$ cat config.mk
export PLATFORM = sky130hd
export DESIGN_NAME = dac_channel_scheduler
export DESIGN_NICKNAME = d
export VERILOG_FILES = /design/src/rtl/dac_channel_scheduler.sv
export SDC_FILE = /design/constraint.sdc
export NUM_CORES = 1
export LEC_CHECK = 0
export CAP_MARGIN = 0
export CORE_ASPECT_RATIO = 1.5
export CORE_MARGIN = 1
export CORE_UTILIZATION = 45
export DETAILED_ROUTE_END_ITERATION = 8
export PLACE_DENSITY = 0.74
export SETUP_SLACK_MARGIN = 0.02
export SLEW_MARGIN = 30
export SYNTH_ARGS = -nofsm -noshare
export SYNTH_HDL_FRONTEND = slang
export SYNTH_SLANG_ARGS = --single-unit
$ cat constraint.sdc
create_clock -name clk -period 4.5 [get_ports clk]
set_input_delay 1.125 -clock clk [delete_from_list [all_inputs] [get_ports clk]]
set_output_delay 1.125 -clock clk [all_outputs]
set_load 0.01 [all_outputs]
$ cat src/rtl/dac_channel_scheduler.sv
// dac_channel_scheduler
// Round-robin arbiter that shares one 16-bit SPI DAC serializer between
// NUM_CH requesters. Each requester has a one-deep holding register. The
// block builds the DAC command word and runs the serializer start/busy
// handshake, with an acknowledge timeout.
// Optional build macro: DAC_SCHED_LDAC_EN adds the ldac_n output and an LDAC
// state. In that state ldac_n pulses low for LDAC_LEN cycles after a burst
// drains, so all channels update together.
//
// state     | meaning
// ----------+------------------------------------------------------------
// IDLE      | waiting for enable, a pending channel and an idle serializer
// WAIT_ACK  | ser_start issued; waiting for ser_busy to rise (timeout)
// WAIT_DONE | serializer shifting; waiting for ser_busy to fall
// LDAC      | (LDAC_EN only) ldac_n held low for LDAC_LEN cycles
module dac_channel_scheduler #(
  parameter int NUM_CH      = 2,
  parameter int GAIN_1X     = 1,
  parameter int ACK_TIMEOUT = 15,
  parameter int LDAC_LEN    = 2
) (
  input  logic                 clk,
  input  logic                 reset_n,
  input  logic                 enable,
  input  logic [NUM_CH-1:0]    req_valid,
  input  logic [NUM_CH*12-1:0] req_data,
  output logic [NUM_CH-1:0]    req_ready,
  output logic [15:0]          ser_frame,
  output logic                 ser_start,
  input  logic                 ser_busy,
  output logic                 dac_sel,
  output logic                 sched_busy,
  output logic [15:0]          frames_sent,
  output logic                 ack_err
`ifdef DAC_SCHED_LDAC_EN
  ,
  output logic                 ldac_n
`endif
);

  localparam int CW      = $clog2(NUM_CH);
  // One counter serves both the ack timeout and the LDAC pulse.
  localparam int CNT_MAX = (ACK_TIMEOUT > LDAC_LEN) ? ACK_TIMEOUT : LDAC_LEN;
  localparam int CNT_W   = $clog2(CNT_MAX + 1);

  localparam logic [1:0] S_IDLE      = 2'd0;
  localparam logic [1:0] S_WAIT_ACK  = 2'd1;
  localparam logic [1:0] S_WAIT_DONE = 2'd2;
`ifdef DAC_SCHED_LDAC_EN
  localparam logic [1:0] S_LDAC      = 2'd3;
`endif

  logic [1:0]              r_state;
  logic [CNT_W-1:0]        r_cnt;
  logic [NUM_CH-1:0]       r_pending;
  logic [NUM_CH-1:0][11:0] r_data;
  logic [CW-1:0]           r_rr_ptr;
  logic [15:0]             r_frame;
  logic                    r_start;
  logic                    r_sel;
  logic [15:0]             r_frames_sent;
  logic                    r_ack_err;
`ifdef DAC_SCHED_LDAC_EN
  logic                    r_ldac_n;
`endif

  logic [NUM_CH-1:0]       w_accept;
  logic [NUM_CH-1:0]       w_clear;
  logic [CW-1:0]           w_grant;
  logic [CW-1:0]           w_scan;
  logic                    w_grant_vld;
  logic                    w_issue;
  logic [1:0]              w_grant_ext;

  assign w_accept    = req_valid & ~r_pending;
  assign w_issue     = (r_state == S_IDLE) && enable && w_grant_vld && !ser_busy;
  assign w_clear     = w_issue ? (NUM_CH'(1) << w_grant) : '0;
  assign w_grant_ext = 2'(w_grant);

  // Cyclic search from rr_ptr; scanning backwards lets the nearest pending channel win.
  always_comb begin
    w_grant     = '0;
    w_grant_vld = 1'b0;
    w_scan      = '0;
    for (int k = NUM_CH - 1; k >= 0; k--) begin
      w_scan = r_rr_ptr + CW'(k);
      if (r_pending[w_scan]) begin
        w_grant     = w_scan;
        w_grant_vld = 1'b1;
      end
    end
  end

  // Holding registers: capture a code whenever the channel slot is free.
  always_ff @(posedge clk or negedge reset_n) begin
    if (!reset_n) begin
      r_pending <= '0;
      r_data    <= '0;
    end else begin
      r_pending <= (r_pending | w_accept) & ~w_clear;
      for (int i = 0; i < NUM_CH; i++) begin
        if (w_accept[i]) r_data[i] <= req_data[12*i +: 12];
      end
    end
  end

  // Issue / handshake sequencer.
  always_ff @(posedge clk or negedge reset_n) begin
    if (!reset_n) begin
      r_state       <= S_IDLE;
      r_cnt         <= '0;
      r_rr_ptr      <= '0;
      r_frame       <= '0;
      r_start       <= 1'b0;
      r_sel         <= 1'b0;
      r_frames_sent <= '0;
      r_ack_err     <= 1'b0;
`ifdef DAC_SCHED_LDAC_EN
      r_ldac_n      <= 1'b1;
`endif
    end else begin
      r_start <= 1'b0;
      case (r_state)
        S_IDLE: begin
          if (w_issue) begin
            r_frame  <= {w_grant_ext[0], 1'b0, 1'(GAIN_1X), 1'b1, r_data[w_grant]};
            r_sel    <= w_grant_ext[1];
            r_start  <= 1'b1;
            r_rr_ptr <= w_grant + CW'(1);
            r_cnt    <= CNT_W'(ACK_TIMEOUT);
            r_state  <= S_WAIT_ACK;
          end
        end
        S_WAIT_ACK: begin
          if (ser_busy) begin
            r_state <= S_WAIT_DONE;
          end else if (r_cnt <= CNT_W'(1)) begin
            // Frame is dropped, not re-queued.
            r_ack_err <= 1'b1;
            r_state   <= S_IDLE;
          end else begin
            r_cnt <= r_cnt - CNT_W'(1);
          end
        end
        S_WAIT_DONE: begin
          if (!ser_busy) begin
            r_frames_sent <= r_frames_sent + 16'd1;
`ifdef DAC_SCHED_LDAC_EN
            if (r_pending == '0) begin
              r_ldac_n <= 1'b0;
              r_cnt    <= CNT_W'(LDAC_LEN);
              r_state  <= S_LDAC;
            end else begin
              r_state <= S_IDLE;
            end
`else
            r_state <= S_IDLE;
`endif
          end
        end
`ifdef DAC_SCHED_LDAC_EN
        S_LDAC: begin
          if (r_cnt <= CNT_W'(1)) begin
            r_ldac_n <= 1'b1;
            r_state  <= S_IDLE;
          end else begin
            r_cnt <= r_cnt - CNT_W'(1);
          end
        end
`endif
        default: r_state <= S_IDLE;
      endcase
    end
  end

  assign req_ready   = ~r_pending;
  assign ser_frame   = r_frame;
  assign ser_start   = r_start;
  assign dac_sel     = r_sel;
  assign sched_busy  = (r_state != S_IDLE);
  assign frames_sent = r_frames_sent;
  assign ack_err     = r_ack_err;
`ifdef DAC_SCHED_LDAC_EN
  assign ldac_n      = r_ldac_n;
`endif

endmodule

* Word level (Yosys, flattened, before mapping)
Index checks and enable logic that the tools add are counted.
** Storage, ports and cells
- Output and inout port bits :: 38
- Memory bits (read-only) :: 0
- Bits in registers :: 66
- Bits in latches :: 0
- Input bits :: 30
- Memories kept :: 0
- Word-level logic and storage cells :: 66
- Memory bits (writable) :: 0
** Operators by class
- Multiplexer cells :: 22
- Order comparisons :: 4
- Multipliers :: 0
- Div/mod/pow operators :: 0
- $add $sub $neg :: 4
- Reduce and logical (&&, ||, !) cells :: 12
- Bitwise logic cells :: 6
- Shifts and indexed selects :: 1
- Equal/unequal tests :: 7
** Operators by type and width (count)
- $mux 12 :: 2
- $add 16x1->16 const B :: 1
- $mux 4 :: 3
- $mux 1 :: 10
- $mux 2 :: 5
- $ne 2x2->1 const B :: 4
- $pmux 4 s2 :: 1
- $lt 1x2->1 const B :: 3
- $pmux 2 s3 :: 1
- $reduce_and 3->1 :: 2
- $and 2x2->2 :: 2
- $le 4x1->1 const B :: 1
- $not 2->2 :: 2
- $reduce_and 2->1 :: 2
- $reduce_and 4->1 :: 1
- $reduce_bool 2->1 :: 2
- $sub 4x1->4 const B :: 1
- $logic_and 1x1->1 :: 3
- $ne 3x3->1 const B :: 1
- $add 1x1->1 const B :: 2
- $eq 2x1->1 const B :: 1
- $eq 2x2->1 const B :: 1
- $logic_not 2->1 :: 1
- $or 2x2->2 :: 1
- 3 further kinds :: 3

* Longest topological paths before layout
Gate-level depths: netlist of the first run.
- Word-level depth :: 10
- Mapped depth :: 7
- Gate-level depth less buffers :: 6

* Least setup slack after synthesis of the first run
OpenSTA, ideal clock, no wires.
- Path kind :: input -> register
- Start :: in enable
- End :: reg r_frame[10] (netlist: ser_frame[10])
- Data arrival time :: 2051 ps
- Required time :: 4373 ps
- Library setup time :: 127 ps
- Stages on the path :: 6
- Buffers on the path :: 2
- Path slack :: 2322 ps
- Cells stage by stage :: nor4b_4 -> and3_1 -> buf_2 -> buf_4 -> a222oi_1 -> inv_1
** On the way
- Word-level cells in the longest chain between the ends :: 4
** RTL lines
- start, declared :: line 24 : input logic enable,
- $logic_and 1x1->1 (3 in a row) :: line 76 : assign w_issue = (r_state == S_IDLE) && enable && w_grant_vld && !ser_busy;
- $reduce_and 2->1 (no source line)
- end signal, assigned :: line 126 : r_frame <= {w_grant_ext[0], 1'b0, 1'(GAIN_1X), 1'b1, r_data[w_grant]};
- end, declared :: line 58 : logic [15:0] r_frame;
Every way passes these cells.
A chain may end at the register's enable or synchronous reset.

* Final worst setup path of the first run
- Start :: reg r_state[0]
- End :: out sched_busy
** On the way
- Word-level cells in the longest chain between the ends :: 1
** RTL lines
- start, declared :: line 53 : logic [1:0] r_state;
- start signal, assigned :: line 110 : r_state <= S_IDLE;
- start signal, assigned :: line 131 : r_state <= S_WAIT_ACK;
- start signal, assigned :: line 136 : r_state <= S_WAIT_DONE;
- $reduce_bool 2->1 :: line 180 : assign sched_busy = (r_state != S_IDLE);
- end, declared :: line 32 : output logic sched_busy,
Every way passes these cells.

==> flow_metrics.env, run 1 <==
export IMPL_num_rows=34
export IMPL_crit_arrival_ns=1.67
export IMPL_area_growth_pct=31.82
export IMPL_cpMaxStageDelayCell="dfrtp_1"
export IMPL_switching_share=0.2838
export IMPL_synth_area_um2=2784
export IMPL_num_vias=1887
export IMPL_min_period_ns=2.795
export IMPL_layout_commonest_cell="dfrtp_1"
export IMPL_syn_area_per_cell_um2=13.01
export IMPL_cts_buffers_inserted=9
export IMPL_power_mw=1.944
export IMPL_root_buffer="clkbuf_8"
export IMPL_power_per_cell_area_nw_per_um2=529.8
export IMPL_p_switching_mw=0.5519
export IMPL_grt_overflow_total=0
export IMPL_finClkSkew_ns=0.006881
export IMPL_path_buf_inv=1
export IMPL_ir_worst_vdd_v=0.0003759
export IMPL_routed_via_density=5.256
export IMPL_cap_violations=0
export IMPL_ant_nets=0
export IMPL_drive_gt1_frac=0.1986
export IMPL_synth_warnings=0
export IMPL_post_drt_wl_per_cell_um=14.87
export IMPL_seq_power_share=0.478
export IMPL_hold_violations=0
export IMPL_coreArea_um2=5871
export IMPL_synthCells=214
export IMPL_antenna_found_initial=0
export IMPL_drc=0
export IMPL_crit_type="flop to primary output"
export IMPL_die_w_um=66.22
export IMPL_synth_enable_flop_cells=0
export IMPL_grt_usage=0.1854
export IMPL_synth_flop_cell="dfrtp_1"
export IMPL_hp_class="flop to flop"
export IMPL_cts_tree="done"
export IMPL_htreeDepth=3
export IMPL_critical_path_max_stage_delay_ns=0.53
export IMPL_setup_tns_ns=0
export IMPL_status="completed"
export IMPL_maxSlewHeadroom=0.4852
export IMPL_rsz0062_at_grt="no"
export IMPL_layout_common_cells="dfrtp_1, clkdlybuf4s50_1, mux2_2"
export IMPL_fmax_mhz=357.7
export IMPL_wirelength_um=5337
export IMPL_grt_pass1_wl_um=8928
export IMPL_setup_worst_path_start_class="flop"
export IMPL_drv_slew=0
export IMPL_worst_pin_slew_ns=0.7721
export IMPL_dp_cells=344
export IMPL_dr_pass1_iters=4
export IMPL_p_leak_nw=1.657
export IMPL_dp_hpwl_um=3773
export IMPL_post_route_period_util=0.6212
export IMPL_critPathTopFamily="flip-flops"
export IMPL_ys_top_cells_by_area="dfrtp_1, mux2_2, a222oi_1, xnor2_1, inv_1"
export IMPL_die_h_um=98.33
export IMPL_synth_top_area_share=0.5843
export IMPL_post_cts_setup_buffers=0
export IMPL_path_cells="or2_2, clkdlybuf4s50_1"
export IMPL_p_int_mw=1.392
export IMPL_ys_types=42
export IMPL_start_util=0.4742
export IMPL_setup_violations=0
export IMPL_drt_iter0_drc=124
export IMPL_worstPathRequired_ns=3.38
export IMPL_yosysTopAreaCell="dfrtp_1"
export IMPL_yosysSeqAreaShare=0.5843
export IMPL_fin_cells=359
export IMPL_grt_max_degree=51
export IMPL_combPwrFrac=0.272
export IMPL_clockBufferDepth=2
export IMPL_grt_pass1_vias=1920
export IMPL_critPathCaptureType="primary output"
export IMPL_nNetsFinal=316
export IMPL_io_pins=68
export IMPL_place_gp_congestion=0.7526
export IMPL_ys_ff_latch=65
export IMPL_pwr_share_clk=0.251
export IMPL_ctsResizeCount=0
export IMPL_clk_insertion_delay_late_ns=0.33
export IMPL_diodes=0
export IMPL_ys_async_sr_fraction=1.000
export IMPL_cts_hold_buf=0
export IMPL_cts_sinks=65
export IMPL_dieArea_um2=6511
export IMPL_path_clk_slew_ns=0.07
export IMPL_path_max_fanout=10
export IMPL_io_buffers=65
## final timing paths
| kind | start | to | slack, ns | depth (start not counted) |
|---|---|---|---|---|
| max in group asynchronous | reset_n | frames_sent[9] | 3.06 | 2 |
| min in group asynchronous | reset_n | ser_start | 0.80 | 1 |
| setup reg to reg | r_state[0] | ser_frame[5] | 2.67 | 4 |
| hold / removal | ack_err | ack_err | 0.48 | 2 |
| hold reg to reg | ack_err | ack_err | 0.48 | 2 |
| setup / recovery | r_state[0] | sched_busy | 1.70 | 2 |
## worst register-to-register path, delay by kind of cell, from the launching register on
kind,cells,cell delay [ns]
simple gates,2,0.93
flops,1,0.53
buf+inv,1,0.09
compound gates,1,0.21
## layout make-up
type | count | area (µm²)
Tap cell | 72 | 90.09
Clock buffer | 12 | 155.1
Fill cell | 484 | 2201
Inverter | 21 | 78.83
Multi-Input combinational cell | 118 | 1008
Sequential cell | 65 | 1627
Clock inverter | 3 | 40.04
Timing Repair Buffer | 68 | 670.6
## state kept, by name, summed over array words and instances, names as in the netlist
signal,cells
ack_err,1
frames_sent,16
r_cnt,4
r_data,24
r_pending,2
r_rr_ptr,1
r_state,2
ser_frame,14
ser_start,1
## cells in the mapped netlist (2+ instances only)
cell type,instances
or2_2,2
xnor2_1,10
nor3_2,2
dfrtp_1,65
a222oi_1,12
nor2_1,10
nor3_1,2
xor2_1,7
buf_2,5
o21ai_0,4
inv_1,21
ha_1,3
mux2_2,25
nand3_1,2
nand4_1,5
nand2_1,7
nor2b_1,2
buf_4,4
a21o_1,2
o21a_1,2
## cell families after synthesis
| group | after synthesis | synth area share |
|---|---|---|
| and+or+nand+nor | 45 | 0.1115 |
| buffers and inverters | 32 | 0.05483 |
| other | 1 | 0.001347 |
| muxes | 25 | 0.1011 |
| AOI/OAI and AO/OA | 26 | 0.08000 |
| xor gates and xnor gates | 17 | 0.05348 |
| DFF | 65 | 0.5843 |
| adders and majority gates | 3 | 0.01348 |
## layer usage
metal  GRT usage  part of all wire  up-vias
li1            -                 -      888
met1      0.2320              0.42      934
met5           0                 0        -
met2      0.2912              0.51       57
met3     0.05607             0.051        8
met4     0.08347             0.019        0
## stage by stage
stage	instance area [µm²]	hold WS, ns	setup WS (ns)	util
detailed placement	3475	0.4637	1.546	0.5919
global placement	3472	0.4585	1.614	0.5914
CTS	3670	0.4804	1.668	0.6251
floorplan	2788	0.4553	2.322	-
global route	3670	0.5113	1.625	0.6251
finish	3670	0.4764	1.705	0.6251
## power groups by stage
stage | logic [mW] | registers, mW | clock network (mW)
after global routing | 0.578 | 0.957 | 0.523
after CTS | 0.537 | 0.930 | 0.500
final | 0.528 | 0.929 | 0.487
after global placement | 0.514 | 0.933 | 0
after detailed placement | 0.536 | 0.937 | 0
after floorplan | 0.284 | 0.925 | 0
Note: power is estimated with default switching activity, not from simulation.
==> inputs of run 2 (changes only) <==
--- a/config.mk
+++ b/config.mk
@@ -8,9 +8,9 @@
 export CAP_MARGIN = 0
 export CORE_ASPECT_RATIO = 1.5
 export CORE_MARGIN = 1
-export CORE_UTILIZATION = 45
+export CORE_UTILIZATION = 44
 export DETAILED_ROUTE_END_ITERATION = 8
-export PLACE_DENSITY = 0.74
+export PLACE_DENSITY = 0.75
 export SETUP_SLACK_MARGIN = 0.02
 export SLEW_MARGIN = 30
 export SYNTH_ARGS = -nofsm -noshare
==> constraint.sdc (replaced) <==
create_clock -name clk -period 2.3 [get_ports clk]
set_input_delay 0.575 -clock clk [delete_from_list [all_inputs] [get_ports clk]]
set_output_delay 0.575 -clock clk [all_outputs]
set_load 0.01 [all_outputs]
==> flow_metrics.env, run 2 (synthesized netlist as in run 1, its figures left out) <==
export IMPL_routed_via_density=5.163
export IMPL_cts_tree="done"
export IMPL_setup_violations=0
export IMPL_status="completed"
export IMPL_grt_overflow_total=0
export IMPL_place_gp_congestion=0.7294
export IMPL_htreeDepth=3
export IMPL_maxSlewHeadroom=0.5405
export IMPL_fmax_mhz=461.2
export IMPL_power_per_cell_area_nw_per_um2=1001
export IMPL_fin_util=0.6078
export IMPL_layout_commonest_cell="dfrtp_1"
export IMPL_final_seq_area_um2=1627
export IMPL_cts_sinks=65
export IMPL_clockBufferDepth=2
export IMPL_layout_common_cells="dfrtp_1, clkdlybuf4s50_1, mux2_2"
export IMPL_drt_iter0_drc=90
export IMPL_coreArea_um2=6131
export IMPL_area_growth_pct=33.84
export IMPL_die_w_um=66.95
export IMPL_root_buffer="clkbuf_8"
export IMPL_path_cells="or2_2, clkdlybuf4s50_1"
export IMPL_finClkSkew_ns=0.009356
export IMPL_drive_gt1_frac=0.2169
export IMPL_critPathCaptureType="primary output"
export IMPL_num_rows=35
export IMPL_path_max_fanout=6
export IMPL_grt_usage=0.1910
export IMPL_regMostFlops="r_data"
export IMPL_cpMaxStageDelayCell="clkdlybuf4s50_1"
export IMPL_wirelength_um=5559
export IMPL_dp_cells=353
export IMPL_crit_arrival_ns=1.59
export IMPL_post_cts_setup_buffers=0
export IMPL_power_mw=3.731
export IMPL_rsz0062_at_grt="no"
export IMPL_die_h_um=99.42
export IMPL_ctsResizeCount=0
export IMPL_critical_path_max_stage_delay_ns=0.47
export IMPL_antenna_found_initial=0
export IMPL_clk_insertion_delay_late_ns=0.34
export IMPL_multi_input_area_um2=1008
export IMPL_nNetsFinal=323
export IMPL_post_drt_wl_per_cell_um=15.07
export IMPL_ant_nets=0
export IMPL_worst_pin_slew_ns=0.6892
export IMPL_setup_tns_ns=0
export IMPL_cts_hold_buf=0
export IMPL_post_route_period_util=0.9427
export IMPL_io_pins=68
export IMPL_path_clk_slew_ns=0.06
export IMPL_dr_pass1_iters=4
export IMPL_drv_slew=0
export IMPL_place_area_um2=3552
export IMPL_hp_class="primary input to async pin"
export IMPL_grt_pass1_wl_um=9114
export IMPL_grt_pass1_vias=1945
export IMPL_dieArea_um2=6656
export IMPL_ir_worst_vdd_v=0.0005195
export IMPL_fill_cells=510
export IMPL_worstPathRequired_ns=1.73
export IMPL_num_vias=1905
export IMPL_dp_hpwl_um=3993
export IMPL_largest_reg_flops=24
export IMPL_setup_worst_path_start_class="flop"
export IMPL_diodes=0
export IMPL_stdcell_area_um2=3726
export IMPL_cts_buffers_inserted=9
export IMPL_p_leak_nw=1.691
export IMPL_start_util=0.4541
export IMPL_io_buffers=65
export IMPL_grt_max_degree=46
export IMPL_hold_violations=0
export IMPL_cap_violations=0
export IMPL_min_period_ns=2.168
export IMPL_crit_type="flop to primary output"
export IMPL_drc=0
export IMPL_fin_cells=369
## run 2: cell types whose count changed in the layout (fill, tap and decap cells not counted)
| cell | change |
|---|---|
| buf_4 | +4 |
| bufinv_16 | -1 |
| clkbuf_1 | +1 |
| clkinv_2 | +1 |
| buf_2 | +1 |
| buf_12 | +2 |
## run 2: final timing paths
path / startpoint / slack [ns] / depth (start not counted) / end
hold / removal: reset_n / 0.19 / 1 / r_data[22]
max in group asynchronous: reset_n / 1.52 / 2 / r_data[6]
min in group clk: r_data[12] / 0.48 / 2 / ser_frame[0]
hold reg to reg: r_data[12] / 0.48 / 2 / ser_frame[0]
setup / recovery: r_state[1] / 0.13 / 2 / sched_busy
setup reg to reg: r_state[0] / 0.48 / 5 / ser_frame[9]
## run 2: layer usage
layer / vias up / track usage / wire [µm]
met5: - / 0 / 0
met4: 0 / 0.1080 / 124
met3: 8 / 0.03784 / 233
met2: 60 / 0.3318 / 3077
met1: 936 / 0.2106 / 2124
li1: 901 / - / -
## run 2: through the flow
| stage | worst slack [ns] | hold WS, ns |
|---|---|---|
| 2_1_floorplan | 0.6723 | 0.2794 |
| 3_3_place_gp | 0.1417 | 0.4580 |
| 3_5_place_dp | 0.06819 | 0.4616 |
| 4_1_cts | 0.1069 | 0.1895 |
| 5_1_grt | 0.04959 | 0.2201 |
| 6_report | 0.1317 | 0.1872 |
## run 2: final cells by class
type,instances,area share
repair buffers,75,0.2001
well taps,74,0.02485
multi-input cells,118,0.2707
flip-flops and latches,65,0.4365
clock inverters,3,0.004030
inverters,21,0.02116
clock buffers,13,0.04265
## run 2: worst max-delay path: cells and delay by family (launching register included)
family                 cells  cell delay, ns
AND/OR/NAND/NOR            1            0.32
buffers and inverters      1            0.47
flip-flops                 1            0.46
## run 2: power breakdown
| part | internal, mW | switching (mW) |
|---|---|---|
| combinational | 0.665 | 0.409 |
| clock | 0.445 | 0.394 |
| sequential | 1.53 | 0.284 |
